$ cat src/rtl/updown_credit_counter.sv
// Multi-channel saturating up/down credit counter with programmable watermark flags
// and sticky overflow/underflow per channel.
module updown_credit_counter_ch #(
  parameter int RANGE     = 16,
  parameter int STEP_W    = 3,
  parameter int AFULL_TH  = 12,
  parameter int AEMPTY_TH = 2,
  parameter int INIT_VAL  = 0,
  parameter int CW        = 5
) (
  input  logic              clk,
  input  logic              rstn,
  input  logic [STEP_W-1:0] up_amt,
  input  logic [STEP_W-1:0] down_amt,
  input  logic              ch_clr,
  input  logic              err_clr,
  output logic [CW-1:0]     count,
  output logic              full,
  output logic              empty,
  output logic              almost_full,
  output logic              almost_empty,
  output logic              ovf,
  output logic              udf
);
  localparam int NW = CW + STEP_W + 1;
  localparam logic signed [NW-1:0] RANGE_S = NW'(RANGE);
  localparam logic [CW-1:0] RANGE_C  = CW'(RANGE);
  localparam logic [CW-1:0] INIT_C   = CW'(INIT_VAL);
  localparam logic [CW-1:0] AFULL_C  = CW'(AFULL_TH);
  localparam logic [CW-1:0] AEMPTY_C = CW'(AEMPTY_TH);

  logic signed [NW-1:0] nxt;
  logic                 over, under;

  // Wide signed sum so up and down net out before saturation is judged.
  always_comb begin
    nxt   = $signed({{(STEP_W+1){1'b0}}, count})
          + $signed({{(CW+1){1'b0}}, up_amt})
          - $signed({{(CW+1){1'b0}}, down_amt});
    under = nxt[NW-1];
    over  = !under && (nxt > RANGE_S);
  end

  always_ff @(posedge clk or negedge rstn) begin
    if (!rstn) begin
      count <= INIT_C;
      ovf   <= 1'b0;
      udf   <= 1'b0;
    end else begin
      if (ch_clr)     count <= INIT_C;
      else if (over)  count <= RANGE_C;
      else if (under) count <= '0;
      else            count <= nxt[CW-1:0];
      // A fresh error outranks err_clr; a clear cycle never raises errors.
      if (!ch_clr && over) ovf <= 1'b1;
      else if (err_clr)    ovf <= 1'b0;
      if (!ch_clr && under) udf <= 1'b1;
      else if (err_clr)     udf <= 1'b0;
    end
  end

  assign full         = (count == RANGE_C);
  assign empty        = (count == '0);
  assign almost_full  = (count >= AFULL_C);
  assign almost_empty = (count <= AEMPTY_C);
endmodule

module updown_credit_counter #(
  parameter int NUM_CH    = 4,
  parameter int RANGE     = 16,
  parameter int STEP_W    = 3,
  parameter int AFULL_TH  = 12,
  parameter int AEMPTY_TH = 2,
  parameter int INIT_VAL  = 0,
  localparam int CW       = $clog2(RANGE + 1)
) (
  input  logic                     clk,
  input  logic                     rstn,
  input  logic [NUM_CH*STEP_W-1:0] up_amt,
  input  logic [NUM_CH*STEP_W-1:0] down_amt,
  input  logic [NUM_CH-1:0]        ch_clr,
  input  logic [NUM_CH-1:0]        err_clr,
  output logic [NUM_CH*CW-1:0]     count,
  output logic [NUM_CH-1:0]        full,
  output logic [NUM_CH-1:0]        empty,
  output logic [NUM_CH-1:0]        almost_full,
  output logic [NUM_CH-1:0]        almost_empty,
  output logic [NUM_CH-1:0]        ovf,
  output logic [NUM_CH-1:0]        udf
);
  for (genvar i = 0; i < NUM_CH; i++) begin : g_ch
    updown_credit_counter_ch #(
      .RANGE(RANGE), .STEP_W(STEP_W), .AFULL_TH(AFULL_TH),
      .AEMPTY_TH(AEMPTY_TH), .INIT_VAL(INIT_VAL), .CW(CW)
    ) u_ch (
      .clk         (clk),
      .rstn        (rstn),
      .up_amt      (up_amt[i*STEP_W +: STEP_W]),
      .down_amt    (down_amt[i*STEP_W +: STEP_W]),
      .ch_clr      (ch_clr[i]),
      .err_clr     (err_clr[i]),
      .count       (count[i*CW +: CW]),
      .full        (full[i]),
      .empty       (empty[i]),
      .almost_full (almost_full[i]),
      .almost_empty(almost_empty[i]),
      .ovf         (ovf[i]),
      .udf         (udf[i])
    );
  end
endmodule
$ cat config.mk
export PLATFORM = sky130hd
export DESIGN_NAME = updown_credit_counter
export DESIGN_NICKNAME = d
export VERILOG_FILES = /design/src/rtl/updown_credit_counter.sv
export SDC_FILE = /design/constraint.sdc
export NUM_CORES = 1
export LEC_CHECK = 0
export CORE_MARGIN = 3
export CORE_UTILIZATION = 45
export CTS_BUF_LIST = sky130_fd_sc_hd__clkbuf_8
export DETAILED_ROUTE_END_ITERATION = 8
export PLACE_DENSITY = 0.77
export SLEW_MARGIN = 0
export SYNTH_ARGS = -nofsm -noshare
export SYNTH_HDL_FRONTEND = slang
export SYNTH_HIERARCHICAL = 1
export SYNTH_SLANG_ARGS = --single-unit
$ cat constraint.sdc
create_clock -name clk -period 3.29 [get_ports clk]
set_input_delay 0.987 -clock clk [delete_from_list [all_inputs] [get_ports clk]]
set_output_delay 0.987 -clock clk [all_outputs]
set_load 0.02 [all_outputs]
Word-level counts from Yosys, hierarchy flattened
Index checks and enable logic that the tools add are counted.
{"block": "classes", "n_addsub": 8, "magnitude_cmp": 12, "eq_ne": 4, "muxes": 24, "n_reduce_logical": 32}
{"operator": "two-way mux 5 bit", "n": 12}
{"operator": "> comparator 9 x 6 -> 1 bit, second input constant", "n": 4}
{"operator": "subtractor 9 x 4 -> 9 bit", "n": 4}
{"operator": "adder 5 x 3 -> 6 bit", "n": 4}
{"operator": "== test 5 bit, second input constant", "n": 4}
{"operator": ">= comparator 5 x 4 -> 1 bit, second input constant", "n": 4}
{"operator": "less-or-equal comparator 5 x 2 -> 1 bit, second input constant", "n": 4}
{"operator": "logical NOT 5 bit", "n": 4}
{"operator": "nonzero test 2 bit", "n": 8}
{"operator": "logical AND 1 bit", "n": 12}
{"operator": "two-way mux 1 bit", "n": 12}
{"operator": "logical NOT 1 bit", "n": 8}
{"block": "word_totals", "regBits": 28, "in_bits": 34, "output_inout_bits": 44, "word_cells": 92}

Longest topological paths before layout
{"block": "depth", "depth_word": 6, "depth_mapped": 11, "ltp_nobuf": 11}

Modules after synthesis
The synthesis kept the hierarchy.
{"module": "updown_credit_counter_ch (g_ch[0].u_ch ...)", "instances": 2, "cells_per_inst": 69, "area_each_um2": 651.9, "seq_area_each_um2": 175.2}
{"module": "updown_credit_counter_ch (g_ch[1].u_ch ...)", "instances": 2, "cells_per_inst": 69, "area_each_um2": 640.6, "seq_area_each_um2": 175.2}

Worst setup path before layout
OpenSTA, ideal clock, no wires.
{"block": "synth_timing", "path_kind": "input port to flip-flop", "from": "input up_amt[1]", "to": "register g_ch[0].u_ch.count[3]", "setup_time_ns": 0.120, "arrival_ns": 2.879, "t_required_ns": 3.170, "slack_ns": 0.292, "cell_stages": 9, "path_buffers": 0, "path_cell_list": "inv_1 > fa_1 > inv_1 > ha_1 > a211oi_1 > or2_4 > a21oi_1 > o211ai_2 > and3b_1"}
{"block": "synth_between", "elab_chain_len": 6, "word_cells_on_any_way": 8, "classes_between": "add/sub: 2; order compare: 1; mux: 3; reduce/logical: 2"}
{"element": "start: declaration", "line": "79", "text": "input logic [NUM_CH*STEP_W-1:0] up_amt,"}
{"element": "adder 5 x 3 -> 6 bit *", "line": "38", "text": "+ $signed({{(CW+1){1'b0}}, up_amt})"}
{"element": "subtractor 9 x 4 -> 9 bit *", "line": "39", "text": "- $signed({{(CW+1){1'b0}}, down_amt});"}
{"element": "> comparator 9 x 6 -> 1 bit / logical NOT 1 bit (equally long branches)", "line": "41", "text": "over = !under && (nxt > RANGE_S);"}
{"element": "logical AND 1 bit", "line": "41"}
{"element": "two-way mux 5 bit *", "line": "51", "text": "else if (over) count <= RANGE_C;"}
{"element": "two-way mux 5 bit *", "line": "50", "text": "if (ch_clr) count <= INIT_C;"}
{"element": "end signal: assignment", "line": "53", "text": "else count <= nxt[CW-1:0];"}
{"element": "end: declaration", "line": "17", "text": "output logic [CW-1:0] count,"}
Every way passes the cells marked *; elsewhere a longest branch is shown, timed or not.
A chain may end at the register's enable or synchronous reset.

Final worst setup path
{"block": "layout_timing", "from": "input up_amt[10]", "to": "register g_ch[3].u_ch.count[1]"}
{"block": "layout_between", "elab_chain_len": 6, "word_cells_on_any_way": 8, "classes_between": "add/sub: 2; order compare: 1; mux: 3; reduce/logical: 2"}
{"element": "adder 5 x 3 -> 6 bit *", "line": "38"}
{"element": "subtractor 9 x 4 -> 9 bit *", "line": "39"}
{"element": "> comparator 9 x 6 -> 1 bit / logical NOT 1 bit (equally long branches)", "line": "41"}
{"element": "logical AND 1 bit", "line": "41"}
{"element": "two-way mux 5 bit *", "line": "51"}
{"element": "two-way mux 5 bit *", "line": "50"}
{"element": "end signal: assignment", "line": "53"}
{"element": "end: declaration", "line": "17"}
Marked as above.

==> out/metrics.yaml <==
global_routing:
  track_usage_pct: 21.1
  grt_pass1_vias: 2478
  grt_start_max_net_pins: 29
  overflow: 0
  antenna_found_initial: 0
  grt_pass1_wl_um: 11100
worst_setup_path:
  endpoint: "g_ch[3].u_ch/count[1]"
  reg2reg_depth: 9
  r2r_end: "g_ch[3].u_ch/count[1]"
  cp-end-kind: "flop"
  critPathKind: "in2reg"
  crit_path_start_kind: "primary input"
  cp_max_fo: 3
  r2r_start: "g_ch[3].u_ch/count[1]"
  required_ns: 3.50
  setup.worst_path.start: "up_amt[10]"
  r2r_slack_ns: 0.77
  critPathArrivalTime_ns: 3.44
timing:
  timing.final.crit_period_ns: 3.22
  tightest_slew_ns: 0.377
  setup_viol: 0
  grt_setup_unrepaired: "false"
  finalClockSkew_ns: 0.00211
  final-max-slew-violation-count: 0
  fin_crit_sh_pct: 98.0
  max_freq_mhz: 310
  hold_violations: 0
  max_slew_margin_pct: 74.6
yosys:
  synth_fp_nets: 350
  synth.yosys.warnings: 6
  syn_inst: 276
  ys_top_cells_by_area: "dfrtp_1 27%, ha_1 14%, fa_1 9.3%, inv_1 9.3%, o311ai_4 4.1%"
  synth_edf_count: 0
  synth_top_flop_cell: "dfrtp_1"
  synth_area_per_cell_sq_um: 9.37
  async_flop_share_pct: 100
  ys_seq_area_share_pct: 27.1
  ys_ff_latch: 28
  yosysUniqueCellTypes: 31
  netlist.area_leader.share_pct: 27.1
  syn_area_sq_mm: 0.00258
  yosys.area.top_type: "dfrtp_1"
layout:
  syn2layout_area_growth_pct: 54.0
  nets: 464
  final_cell_mix: "76 x clkdlybuf4s50_1, 61 x inv_1, 31 x buf_4"
  mostFrequentLayoutCell: "clkdlybuf4s50_1"
  drive_above_1_share_pct: 24.4
  antenna-diode-count: 0
  layoutNonFillerInstCount: 459
  final_cell_area_sq_mm: 0.00398
clock_tree:
  cts_tree: "done"
  cts_root_buf: "clkbuf_8"
  cts_sinks: 28
  htree_levels: 1
  cts_buffers: 3
  clkLatencyLatePin_ns: 0.27
  clkTransAtPathRegs_ns: 0.10
  postCtsHoldBufs: 0
  clk_path_buf_depth: 2
die:
  start_util_pct: 48.5
  io-pin-count: 78
  die_width_um: 81.8
  row_count: 26
  die_area_sq_mm: 0.00669
  fp.coreArea_sq_mm: 0.00534
  die_h_um: 81.8
routing:
  via_per_inst: 5.16
  ant_nets: 0
  vias: 2367
  drc: 0
  drt-wirelength-per-cell_um: 14.9
  drtPass1Iterations: 4
  routed_wl_um: 6830
  drtIter0Drc: 48
placed_design:
  gp_congestion: 0.831
  io_buffers: 77
  placed_area_sq_mm: 0.00365
  dp_cells: 450
  place_hpwl_um: 5500
power_and_ir_drop:
  power.density_mw_per_mm2: 837
  ir_worst_vdd_uv: 480
  p_total_mw: 3.33
  p_leak_nw: 1.82
flow_run:
  cap_violations: 0
hold_path:
  hold_path_class: "reg2reg"
outcome:
  status: "finished, final reports clean"
-- routing by layer --
metal  GRT usage [%]  part of all wire, %
met1            25.9                   42
met2            39.1                   52
met3            1.75                  4.0
met4            5.81                  2.0
met5               0                    0
-- through the flow --
step	TNS (ns)	util [%]	hold slack [ns]	setup WS [ns]
after floorplan	0	-	0.616	0.292
after global placement	-6.03	68.3	0.497	-0.324
after detailed placement	-7.37	68.3	0.505	-0.377
after CTS	0	70.2	0.529	0.00511
after global routing	0	74.6	0.541	0.000125
final	0	74.6	0.532	0.0673
-- timing repair --
| action | CTS | global route |
|---|---|---|
| cloned | 0 | 0 |
| setup endpoints to repair | 19 | 22 |
| resized for setup | 6 | 41 |
| pin swaps | 9 | 21 |
| buffers inserted | 1 | 6 |
-- kinds of logic after synthesis --
group | Yosys count | share of synthesized area, %
AO/OA/AOI/OAI | 68 | 23.5
buffers and inverters | 68 | 9.87
AND/OR/NAND/NOR | 64 | 13.9
adder cells (fa/ha/maj) | 40 | 22.8
flip-flops | 28 | 27.1
XOR/XNOR | 8 | 2.71
-- worst min-delay path by stage --
stage | from | to | slack (ns) | cells past startpoint
6_report | g_ch[2].u_ch/udf | g_ch[2].u_ch/udf | 0.53 | 2
5_1_grt | g_ch[2].u_ch/ovf | g_ch[2].u_ch/ovf | 0.54 | 1
4_1_cts | g_ch[2].u_ch/ovf | g_ch[2].u_ch/ovf | 0.53 | 1
3_5_place_dp | g_ch[2].u_ch/ovf | g_ch[2].u_ch/ovf | 0.50 | 1
3_3_place_gp | g_ch[2].u_ch/ovf | g_ch[2].u_ch/ovf | 0.50 | 1
2_1_floorplan | g_ch[0].u_ch/udf | g_ch[0].u_ch/udf | 0.62 | 2
-- state kept, by name, indices dropped and copies added (netlist names) --
name / count
g_ch.u_ch/ovf: 4
g_ch.u_ch/count: 20
g_ch.u_ch/udf: 4
-- critical path, cell delays in order --
cell and delay (ns):
clkdlybuf4s50_1 0.46, inv_1 0.05, fa_2 0.56, inv_1 0.08, ha_4 0.28, a211oi_4 0.06
or2_4 0.28, o311ai_4 0.26, o211ai_2 0.16, buf_4 0.17, nor2_1 0.09
-- cell usage after synthesis (6+ instances only) --
master   instances
and2_1           8
o21ai_1          6
a21oi_1          8
nor2_1          24
ha_1            28
dfrtp_1         28
o21ai_0         10
fa_1            12
and3b_1          8
inv_1           64
-- layout make-up --
cell class / instances / area [sq um]
multi-input combinational: 180 / 1850
sequential: 28 / 701
tap: 70 / 87.6
clock buffer: 3 / 41.3
clock inverter: 1 / 30.0
inverter: 68 / 255
timing repair buffer: 109 / 1020
fill: 368 / 1360
-- power breakdown --
group          internal, mW  leakage, nW  switching (mW)  total (mW)
registers             0.445        0.373           0.109       0.555
clock network         0.163       0.0357           0.111       0.274
logic                  1.25         1.41            1.25        2.50
total                  1.86         1.82            1.47        3.33
(Power assumes the default switching activity.)
